## config.mk

```make
export PLATFORM = sky130hd
export DESIGN_NAME = vga_timing_gen_flat
export DESIGN_NICKNAME = d
export VERILOG_FILES = /design/src/rtl/vga_timing_gen_if.sv /design/src/rtl/vga_timing_gen.sv /design/src/flat_wrapper.sv
export SDC_FILE = /design/constraint.sdc
export NUM_CORES = 1
export LEC_CHECK = 0
export CAP_MARGIN = 0
export CELL_PAD_IN_SITES_DETAIL_PLACEMENT = 1
export CELL_PAD_IN_SITES_GLOBAL_PLACEMENT = 1
export CORE_ASPECT_RATIO = 0.7
export CORE_MARGIN = 2
export CORE_UTILIZATION = 41
export CTS_CLUSTER_SIZE = 16
export DETAILED_ROUTE_END_ITERATION = 10
export PLACE_DENSITY = 0.89
export REMOVE_ABC_BUFFERS = 1
export SKIP_LAST_GASP = 1
export SLEW_MARGIN = 40
export SYNTH_ARGS = -nofsm -noshare
export SYNTH_HDL_FRONTEND = slang
export SYNTH_SLANG_ARGS = --single-unit
```

## constraint.sdc

```tcl
create_clock -name VGA_clk -period 4.1 [get_ports VGA_clk]
set_input_delay 0.615 -clock VGA_clk [delete_from_list [all_inputs] [get_ports VGA_clk]]
set_output_delay 0.615 -clock VGA_clk [all_outputs]
set_load 0.02 [all_outputs]
```

## src/rtl/vga_timing_gen_if.sv

```systemverilog
// Raster timing bundle between the VGA timing generator (master) and the
// pixel/sprite renderers (slave).
interface vga_timing_gen_if #(
    parameter int CNT_W = 10
);
    logic             pix_en;
    logic [CNT_W-1:0] xCount;
    logic [CNT_W-1:0] yCount;
    logic             displayArea;
    logic             blank_n;
    logic             VGA_hSync;
    logic             VGA_vSync;
    logic             vblank;
    logic [1:0]       h_phase;
    logic [1:0]       v_phase;
    logic             line_start;
    logic             frame_start;

    modport master (
        input  pix_en,
        output xCount, yCount, displayArea, blank_n, VGA_hSync, VGA_vSync,
               vblank, h_phase, v_phase, line_start, frame_start
    );

    modport slave (
        output pix_en,
        input  xCount, yCount, displayArea, blank_n, VGA_hSync, VGA_vSync,
               vblank, h_phase, v_phase, line_start, frame_start
    );
endinterface

```

## src/rtl/vga_timing_gen.sv

```systemverilog
// Parametrised VGA raster timing generator: x/y counters, per-axis phase FSMs,
// sync/blank decode and line/frame start strobes, all registered together.
module vga_timing_gen #(
    parameter int H_ACTIVE   = 640,
    parameter int H_FP       = 16,
    parameter int H_SYNC     = 96,
    parameter int H_BP       = 48,
    parameter int V_ACTIVE   = 480,
    parameter int V_FP       = 10,
    parameter int V_SYNC     = 2,
    parameter int V_BP       = 33,
    parameter bit H_SYNC_POL = 1'b0,
    parameter bit V_SYNC_POL = 1'b0,
    parameter int CNT_W      = 10
) (
    input  logic                     VGA_clk,
    input  logic                     VGA_rst,
    vga_timing_gen_if.master         io_vga
);
    localparam int H_TOTAL   = H_ACTIVE + H_FP + H_SYNC + H_BP;
    localparam int V_TOTAL   = V_ACTIVE + V_FP + V_SYNC + V_BP;
    localparam int MAX_TOTAL = (H_TOTAL > V_TOTAL) ? H_TOTAL : V_TOTAL;

    localparam logic [CNT_W-1:0] H_LAST     = CNT_W'(H_TOTAL - 1);
    localparam logic [CNT_W-1:0] V_LAST     = CNT_W'(V_TOTAL - 1);
    localparam logic [CNT_W-1:0] H_FRONT_AT = CNT_W'(H_ACTIVE);
    localparam logic [CNT_W-1:0] H_SYNC_AT  = CNT_W'(H_ACTIVE + H_FP);
    localparam logic [CNT_W-1:0] H_BACK_AT  = CNT_W'(H_ACTIVE + H_FP + H_SYNC);
    localparam logic [CNT_W-1:0] V_FRONT_AT = CNT_W'(V_ACTIVE);
    localparam logic [CNT_W-1:0] V_SYNC_AT  = CNT_W'(V_ACTIVE + V_FP);
    localparam logic [CNT_W-1:0] V_BACK_AT  = CNT_W'(V_ACTIVE + V_FP + V_SYNC);

    generate
        if (CNT_W < 1 || (64'd1 << CNT_W) < 64'(MAX_TOTAL)) begin : g_cnt_w_check
            $error("vga_timing_gen: CNT_W too narrow for the raster totals");
        end
        if (H_ACTIVE < 1 || H_FP < 1 || H_SYNC < 1 || H_BP < 1 ||
            V_ACTIVE < 1 || V_FP < 1 || V_SYNC < 1 || V_BP < 1) begin : g_len_check
            $error("vga_timing_gen: active/porch/sync lengths must be non-zero");
        end
    endgenerate

    typedef enum logic [1:0] {
        PH_ACTIVE = 2'd0,
        PH_FRONT  = 2'd1,
        PH_SYNC   = 2'd2,
        PH_BACK   = 2'd3
    } phase_e;

    logic [CNT_W-1:0] r_x, r_y;
    phase_e           r_h_phase, r_v_phase;
    logic             r_disp, r_vblank, r_hsync, r_vsync;
    logic             r_line_start, r_frame_start;

    logic [CNT_W-1:0] w_x_nxt, w_y_nxt;
    phase_e           w_h_nxt, w_v_nxt;
    logic             w_x_last, w_y_last, w_h_wrap, w_v_wrap;

    // Phase advances on entry to the first count of the next region.
    function automatic phase_e next_phase(
        input phase_e           cur,
        input logic             adv,
        input logic [CNT_W-1:0] nxt,
        input logic [CNT_W-1:0] front_at,
        input logic [CNT_W-1:0] sync_at,
        input logic [CNT_W-1:0] back_at
    );
        phase_e ph;
        ph = cur;
        if (adv) begin
            case (cur)
                PH_ACTIVE: if (nxt == front_at) ph = PH_FRONT;
                PH_FRONT:  if (nxt == sync_at)  ph = PH_SYNC;
                PH_SYNC:   if (nxt == back_at)  ph = PH_BACK;
                PH_BACK:   if (nxt == '0)       ph = PH_ACTIVE;
            endcase
        end
        return ph;
    endfunction

    always_comb begin
        // NOTE: every signal gets a default first so this block never infers a latch.
        w_x_last = (r_x == H_LAST);
        w_y_last = (r_y == V_LAST);
        w_h_wrap = io_vga.pix_en && w_x_last;
        w_v_wrap = w_h_wrap && w_y_last;
        w_x_nxt  = r_x;
        w_y_nxt  = r_y;
        if (io_vga.pix_en) begin
            w_x_nxt = w_x_last ? '0 : r_x + CNT_W'(1);
        end
        if (w_h_wrap) begin
            w_y_nxt = w_y_last ? '0 : r_y + CNT_W'(1);
        end
        w_h_nxt = next_phase(r_h_phase, io_vga.pix_en, w_x_nxt,
                             H_FRONT_AT, H_SYNC_AT, H_BACK_AT);
        w_v_nxt = next_phase(r_v_phase, w_h_wrap, w_y_nxt,
                             V_FRONT_AT, V_SYNC_AT, V_BACK_AT);
    end

    // Decode is taken from the next-state values so it lines up with the counters.
    always_ff @(posedge VGA_clk) begin
        // NOTE: non-blocking assignments so every register samples pre-edge values.
        if (VGA_rst) begin
            r_x           <= H_LAST;
            r_y           <= V_LAST;
            r_h_phase     <= PH_BACK;
            r_v_phase     <= PH_BACK;
            r_disp        <= 1'b0;
            r_vblank      <= 1'b1;
            r_hsync       <= ~H_SYNC_POL;
            r_vsync       <= ~V_SYNC_POL;
            r_line_start  <= 1'b0;
            r_frame_start <= 1'b0;
        end else begin
            r_x           <= w_x_nxt;
            r_y           <= w_y_nxt;
            r_h_phase     <= w_h_nxt;
            r_v_phase     <= w_v_nxt;
            r_disp        <= (w_h_nxt == PH_ACTIVE) && (w_v_nxt == PH_ACTIVE);
            r_vblank      <= (w_v_nxt != PH_ACTIVE);
            r_hsync       <= (w_h_nxt == PH_SYNC) ? H_SYNC_POL : ~H_SYNC_POL;
            r_vsync       <= (w_v_nxt == PH_SYNC) ? V_SYNC_POL : ~V_SYNC_POL;
            r_line_start  <= w_h_wrap;
            r_frame_start <= w_v_wrap;
        end
    end

    assign io_vga.xCount      = r_x;
    assign io_vga.yCount      = r_y;
    assign io_vga.h_phase     = r_h_phase;
    assign io_vga.v_phase     = r_v_phase;
    assign io_vga.displayArea = r_disp;
    assign io_vga.blank_n     = r_disp;
    assign io_vga.vblank      = r_vblank;
    assign io_vga.VGA_hSync   = r_hsync;
    assign io_vga.VGA_vSync   = r_vsync;
    assign io_vga.line_start  = r_line_start;
    assign io_vga.frame_start = r_frame_start;
endmodule

```

## src/flat_wrapper.sv

```systemverilog
// flat-port wrapper written by rule: the top's interface ports become plain ports
module vga_timing_gen_flat 
#(
    parameter int H_ACTIVE   = 640,
    parameter int H_FP       = 16,
    parameter int H_SYNC     = 96,
    parameter int H_BP       = 48,
    parameter int V_ACTIVE   = 480,
    parameter int V_FP       = 10,
    parameter int V_SYNC     = 2,
    parameter int V_BP       = 33,
    parameter bit H_SYNC_POL = 1'b0,
    parameter bit V_SYNC_POL = 1'b0,
    parameter int CNT_W      = 10
)
  (VGA_clk, VGA_rst, io_vga_pix_en, io_vga_xCount, io_vga_yCount, io_vga_displayArea, io_vga_blank_n, io_vga_VGA_hSync, io_vga_VGA_vSync, io_vga_vblank, io_vga_h_phase, io_vga_v_phase, io_vga_line_start, io_vga_frame_start);
  vga_timing_gen_if #(.CNT_W(CNT_W)) io_vga_i ();
  input  logic VGA_clk;
  input  logic VGA_rst;
  input wire logic [$bits(io_vga_i.pix_en)-1:0] io_vga_pix_en;
  output wire logic [$bits(io_vga_i.xCount)-1:0] io_vga_xCount;
  output wire logic [$bits(io_vga_i.yCount)-1:0] io_vga_yCount;
  output wire logic [$bits(io_vga_i.displayArea)-1:0] io_vga_displayArea;
  output wire logic [$bits(io_vga_i.blank_n)-1:0] io_vga_blank_n;
  output wire logic [$bits(io_vga_i.VGA_hSync)-1:0] io_vga_VGA_hSync;
  output wire logic [$bits(io_vga_i.VGA_vSync)-1:0] io_vga_VGA_vSync;
  output wire logic [$bits(io_vga_i.vblank)-1:0] io_vga_vblank;
  output wire logic [$bits(io_vga_i.h_phase)-1:0] io_vga_h_phase;
  output wire logic [$bits(io_vga_i.v_phase)-1:0] io_vga_v_phase;
  output wire logic [$bits(io_vga_i.line_start)-1:0] io_vga_line_start;
  output wire logic [$bits(io_vga_i.frame_start)-1:0] io_vga_frame_start;
  assign io_vga_i.pix_en = io_vga_pix_en;
  assign io_vga_xCount = io_vga_i.xCount;
  assign io_vga_yCount = io_vga_i.yCount;
  assign io_vga_displayArea = io_vga_i.displayArea;
  assign io_vga_blank_n = io_vga_i.blank_n;
  assign io_vga_VGA_hSync = io_vga_i.VGA_hSync;
  assign io_vga_VGA_vSync = io_vga_i.VGA_vSync;
  assign io_vga_vblank = io_vga_i.vblank;
  assign io_vga_h_phase = io_vga_i.h_phase;
  assign io_vga_v_phase = io_vga_i.v_phase;
  assign io_vga_line_start = io_vga_i.line_start;
  assign io_vga_frame_start = io_vga_i.frame_start;
  vga_timing_gen #(.H_ACTIVE(H_ACTIVE), .H_FP(H_FP), .H_SYNC(H_SYNC), .H_BP(H_BP), .V_ACTIVE(V_ACTIVE), .V_FP(V_FP), .V_SYNC(V_SYNC), .V_BP(V_BP), .H_SYNC_POL(H_SYNC_POL), .V_SYNC_POL(V_SYNC_POL), .CNT_W(CNT_W)) u_core (.VGA_clk(VGA_clk), .VGA_rst(VGA_rst), .io_vga(io_vga_i));
endmodule
```

Yosys cells after proc, flatten, opt, wreduce, memory -nomap -nowiden. Index checks and enable logic that the tools add are counted.

$add $sub $neg: 2. Equality and inequality tests: 16. Reduce and logical (&&, ||, !) cells: 10. Muxes and demuxes: 18.

Operators with widths (count): 10-bit == test, second input constant (5); 10-bit 2-to-1 mux (4); 10-bit by 9-bit == test with 1-bit output, second input constant (3); 10-bit by 1-bit adder with 10-bit output, second input constant (2); 10-bit zero test (2); 2-bit 2-to-1 mux (10); 2-bit one-hot mux with 4 select lines (2); 2-bit == test, second input constant (6); 2-bit zero test (4); 2-bit by 1-bit == test with 1-bit output, second input constant (2); 1-bit logical AND (3); 1-bit 2-to-1 mux (2); 2-bit nonzero test (1).

Output and inout port bits: 31. Flip-flop bits (word level): 30.

Longest topological paths before layout.
Depth after elaboration: 9. Gate-level depth with buffers: 10. Mapped depth without buffers: 9.

Worst setup path before layout. OpenSTA, ideal clock, no wires.

Kind: reg-to-reg. From: register u_core.r_x[0] (netlist: u_core.io_vga.xCount[0]). To: register u_core.r_disp (netlist: u_core.io_vga.blank_n). Required time: 3.983 ns. Path buffers: 0. Arrival time: 2.728 ns. Period minus slack after synthesis: 2.845 ns. Path slack: 1.255 ns. Cell stages (with the launch flop): 8. Cell sequence: dfxtp_1 ha_1 nand4_1 or3_1 or3_4 and2_4 or4_4 and4bb_1.

Cells in the longest elaborated chain, start to end: 9.

RTL lines: start: declaration (line vga_timing_gen.sv:50) `logic [CNT_W-1:0] r_x, r_y;`; start signal: assignment (line vga_timing_gen.sv:116) `r_x <= w_x_nxt;`; 10-bit by 1-bit adder with 10-bit output or 10-bit == test (tied branches) (line vga_timing_gen.sv:90, vga_timing_gen.sv:83); 10-bit 2-to-1 mux or 1-bit logical AND (tied branches) (line vga_timing_gen.sv:90, vga_timing_gen.sv:85); 10-bit 2-to-1 mux (on tied branches) (line vga_timing_gen.sv:89, vga_timing_gen.sv:92); 10-bit == test (tied with other cells) (line vga_timing_gen.sv:74) `PH_SYNC: if (nxt == back_at) ph = PH_BACK;`; 2-bit 2-to-1 mux (on tied branches); 2-bit one-hot mux with 4 select lines (line vga_timing_gen.sv:71) `case (cur)`; 2-bit 2-to-1 mux (line vga_timing_gen.sv:70) `if (adv) begin`; 2-bit zero test (line vga_timing_gen.sv:120) `r_disp <= (w_h_nxt == PH_ACTIVE) && (w_v_nxt == PH_ACTIVE);`; 1-bit logical AND * (line vga_timing_gen.sv:120); end signal: assignment (line vga_timing_gen.sv:120); end: declaration (line vga_timing_gen.sv:52) `logic r_disp, r_vblank, r_hsync, r_vsync;`.

Every way passes the cells marked *; elsewhere a longest branch is shown, timed or not. A chain may end at the register's enable or synchronous reset.

Final worst setup path.
From: input io_vga_pix_en. To: register u_core.r_disp (netlist: u_core.io_vga.blank_n).

Cells in the longest elaborated chain, start to end: 8.

RTL lines: start: declaration (line flat_wrapper.sv:20) `input wire logic [$bits(io_vga_i.pix_en)-1:0] io_vga_pix_en;`; 1-bit logical AND (line vga_timing_gen.sv:85) `w_h_wrap = io_vga.pix_en && w_x_last;`; 10-bit 2-to-1 mux (line vga_timing_gen.sv:92) `if (w_h_wrap) begin`; 10-bit by 9-bit == test with 1-bit output (tied with other cells) (line vga_timing_gen.sv:74); 2-bit 2-to-1 mux (on tied branches); 2-bit one-hot mux with 4 select lines (line vga_timing_gen.sv:71); 2-bit 2-to-1 mux (line vga_timing_gen.sv:70); 2-bit zero test (line vga_timing_gen.sv:120); 1-bit logical AND * (line vga_timing_gen.sv:120).

Marks and branches as above.

==> impl_metrics.tcl <==
set metrics [dict create \
    outcome "finished clean" \
    clock_latency_ps 280 \
    synthCells 239 \
    grt_pass1_vias 1818 \
    r2r_slack_ps 1020 \
    n_antenna_cell 0 \
    arrival_ps 3510 \
    hp-start "u_core.io_vga.v_phase[1]$_SDFF_PP1_" \
    place_congestion 0.925 \
    synthArstFlopShare_pct 0 \
    die_x_um 85.1 \
    cts_tree "done" \
    cts-root-buf "clkbuf_8" \
    track_usage_pct 24.2 \
    yosys-top-cells-count "dfxtp_1, nand2_1, nor2_1" \
    first_pass_iters 4 \
    min_to "u_core.io_vga.VGA_vSync$_SDFF_PP1_" \
    route.met2.wl_um 2390 \
    start_util_pct 43.1 \
    dr_wl_met3_um 374 \
    h-tree-depth 2 \
    vias_per_cell 6.06 \
    drt-wirelength-per-cell_um 17.9 \
    path_clk_slew_ps 60 \
    synth_area_leaders "dfxtp_1, nand2_1, nor2_1" \
    grt_setup_unrepaired "no" \
    synthFlopType "dfxtp_1" \
    grt_pass1_wl_um 9630 \
    synth_area_leader_cell "dfxtp_1" \
    worst_hold_slack_ps 542 \
    dieArea_um2 5170 \
    hpwlAfterDp_um 4260 \
    routed_wl_um 5780 \
    r2r-end "u_core.io_vga.blank_n$_SDFF_PP0_" \
    drv_slew 0 \
    worstPathRequired_ps 4330 \
    yosysUniqueCellTypes 57 \
    finalCriticalPeriod_ps 3280 \
    final.setup_skew_ps 6.35 \
    cts_sinks 30 \
    synthToLayoutAreaGrowth_pct 25.0 \
    synth_edf_count 0 \
    maxSlewHeadroom_pct 45.4 \
    tightest_slew_ps 808 \
    cap_violations 0 \
    ff2ff_path_depth 8 \
    syn-mean-instance-area_um2 7.90 \
    ios 34 \
    powerDensity_nw_per_um2 643 \
    leakagePower_nw 0.880 \
    topRoutingLayerUsed "met4" \
    grt_max_degree 19 \
    cts_buffer_depth 2 \
    cp_max_fo 18 \
    fin_crit_sh_pct 80.0 \
    via_count 1956 \
    drc 0 \
    setup.worst_path.start_class "input pin" \
    die_y_um 60.8 \
    postCtsSetupBuffers 0 \
    holdPathStages 1 \
    synth_top_cell_area_share_pct 31.8 \
    fmax_mhz 305 \
    ys_seq_elements 30 \
    cts_buffers 5 \
    critPathKind "input pin to flip-flop" \
    m1WireLength_um 2970 \
    fin_nets 274 \
    finalSetupTns_ps 0 \
    peakVddDrop_v 0.000359 \
    postRouteAntennaNets 0 \
    layout-drive-gt1-share_pct 7.84 \
    yosys_warnings 0 \
    yosysMostFrequentCell "dfxtp_1" \
    drt_iter0_drc 122 \
    yosysSeqAreaShare_pct 31.8 \
    cts_resized 0 \
    cts_hold_buf 0 \
    setup_viol 0 \
    hold_viol 0 \
    syn-cell-area_um2 1890 \
    core-area_um2 4380 \
    port_buffers 33 \
    worst_setup_path_end_kind "flip-flop" \
    gr-total-overflow 0 \
    placementRows 20 \
    r2r_start "u_core.io_vga.xCount[5]$_SDFF_PP0_" \
    grt_antenna_before_repair 0 \
    hold_path.class "flip-flop to flip-flop" \
]
state kept, by name, summed over array words and instances (netlist names):
signal,flops
u_core.io_vga.line_start,1
u_core.io_vga.frame_start,1
u_core.io_vga.blank_n,1
u_core.io_vga.yCount,10
u_core.io_vga.xCount,10
u_core.io_vga.v_phase,2
u_core.io_vga.VGA_hSync,1
u_core.io_vga.vblank,1
u_core.io_vga.h_phase,2
u_core.io_vga.VGA_vSync,1
final cells by class:
class,instances,area (um^2)
Fill cell,528,2020
Multi-Input combinational cell,186,1190
Sequential cell,30,601
Timing Repair Buffer,37,360
Clock buffer,6,82.6
Tap cell,55,68.8
Clock inverter,1,30.0
Inverter,8,30.0
stage by stage:
stage | setup slack, ps | power [mW] | instances | instance area (um^2) | util (%)
4_1_cts | 833 | 1.51 | 323 | 2360 | 53.9
6_report | 820 | 1.52 | 323 | 2360 | 53.9
5_1_grt | 636 | 1.62 | 323 | 2360 | 53.9
3_3_place_gp | 677 | 1.18 | 316 | 2250 | 51.3
3_5_place_dp | 537 | 1.20 | 316 | 2250 | 51.3
2_1_floorplan | 988 | 0.921 | 224 | 1820 | -
layer usage:
layer,vias to the layer above,GRT usage [%]
met2,64,34.9
met3,4,5.03
met5,-,0
met4,0,6.12
met1,940,36.7
li1,948,-
logic make-up after synthesis:
kind of cell	share of synthesized area [%]
mux	1.06
simple gates	33.2
flops	31.8
buf+inv	5.30
xor+xnor	6.03
compound gates	20.6
fa+ha+maj	1.99
worst max-delay path by stage:
stage / cells past startpoint / endpoint / slack (ps) / startpoint
6_report: 9 / u_core.io_vga.blank_n$_SDFF_PP0_ / 820 / io_vga_pix_en
5_1_grt: 9 / u_core.io_vga.blank_n$_SDFF_PP0_ / 640 / io_vga_pix_en
2_1_floorplan: 7 / u_core.io_vga.blank_n$_SDFF_PP0_ / 990 / u_core.io_vga.xCount[0]$_SDFF_PP1_
4_1_cts: 9 / u_core.io_vga.blank_n$_SDFF_PP0_ / 830 / io_vga_pix_en
3_5_place_dp: 9 / u_core.io_vga.blank_n$_SDFF_PP0_ / 540 / io_vga_pix_en
3_3_place_gp: 9 / u_core.io_vga.blank_n$_SDFF_PP0_ / 680 / io_vga_pix_en
placed cells by master (no fill, tap or decap), types with 7 or more instances in the layout:
master and n:
nor2_1 18, inv_1 8, nor3_1 13, nand4_1 9
clkdlybuf4s50_1 33, xnor2_1 7, dfxtp_1 30, a21oi_1 9
o21ai_0 10, nand2_1 24, nand3_1 13
power breakdown:
group	total (mW)	internal [mW]	switching, mW
combinational	0.741	0.320	0.421
clock	0.305	0.194	0.111
sequential	0.470	0.349	0.121
critical path, cell delays in order:
cell and delay [ps]:
clkdlybuf4s50_1 770, nand4_1 170, or3_1 440, buf_4 220
a211oi_1 210, nor4bb_1 400, nand4_1 200, a21o_1 230
and4bb_1 240
(Power assumes the default switching activity.)
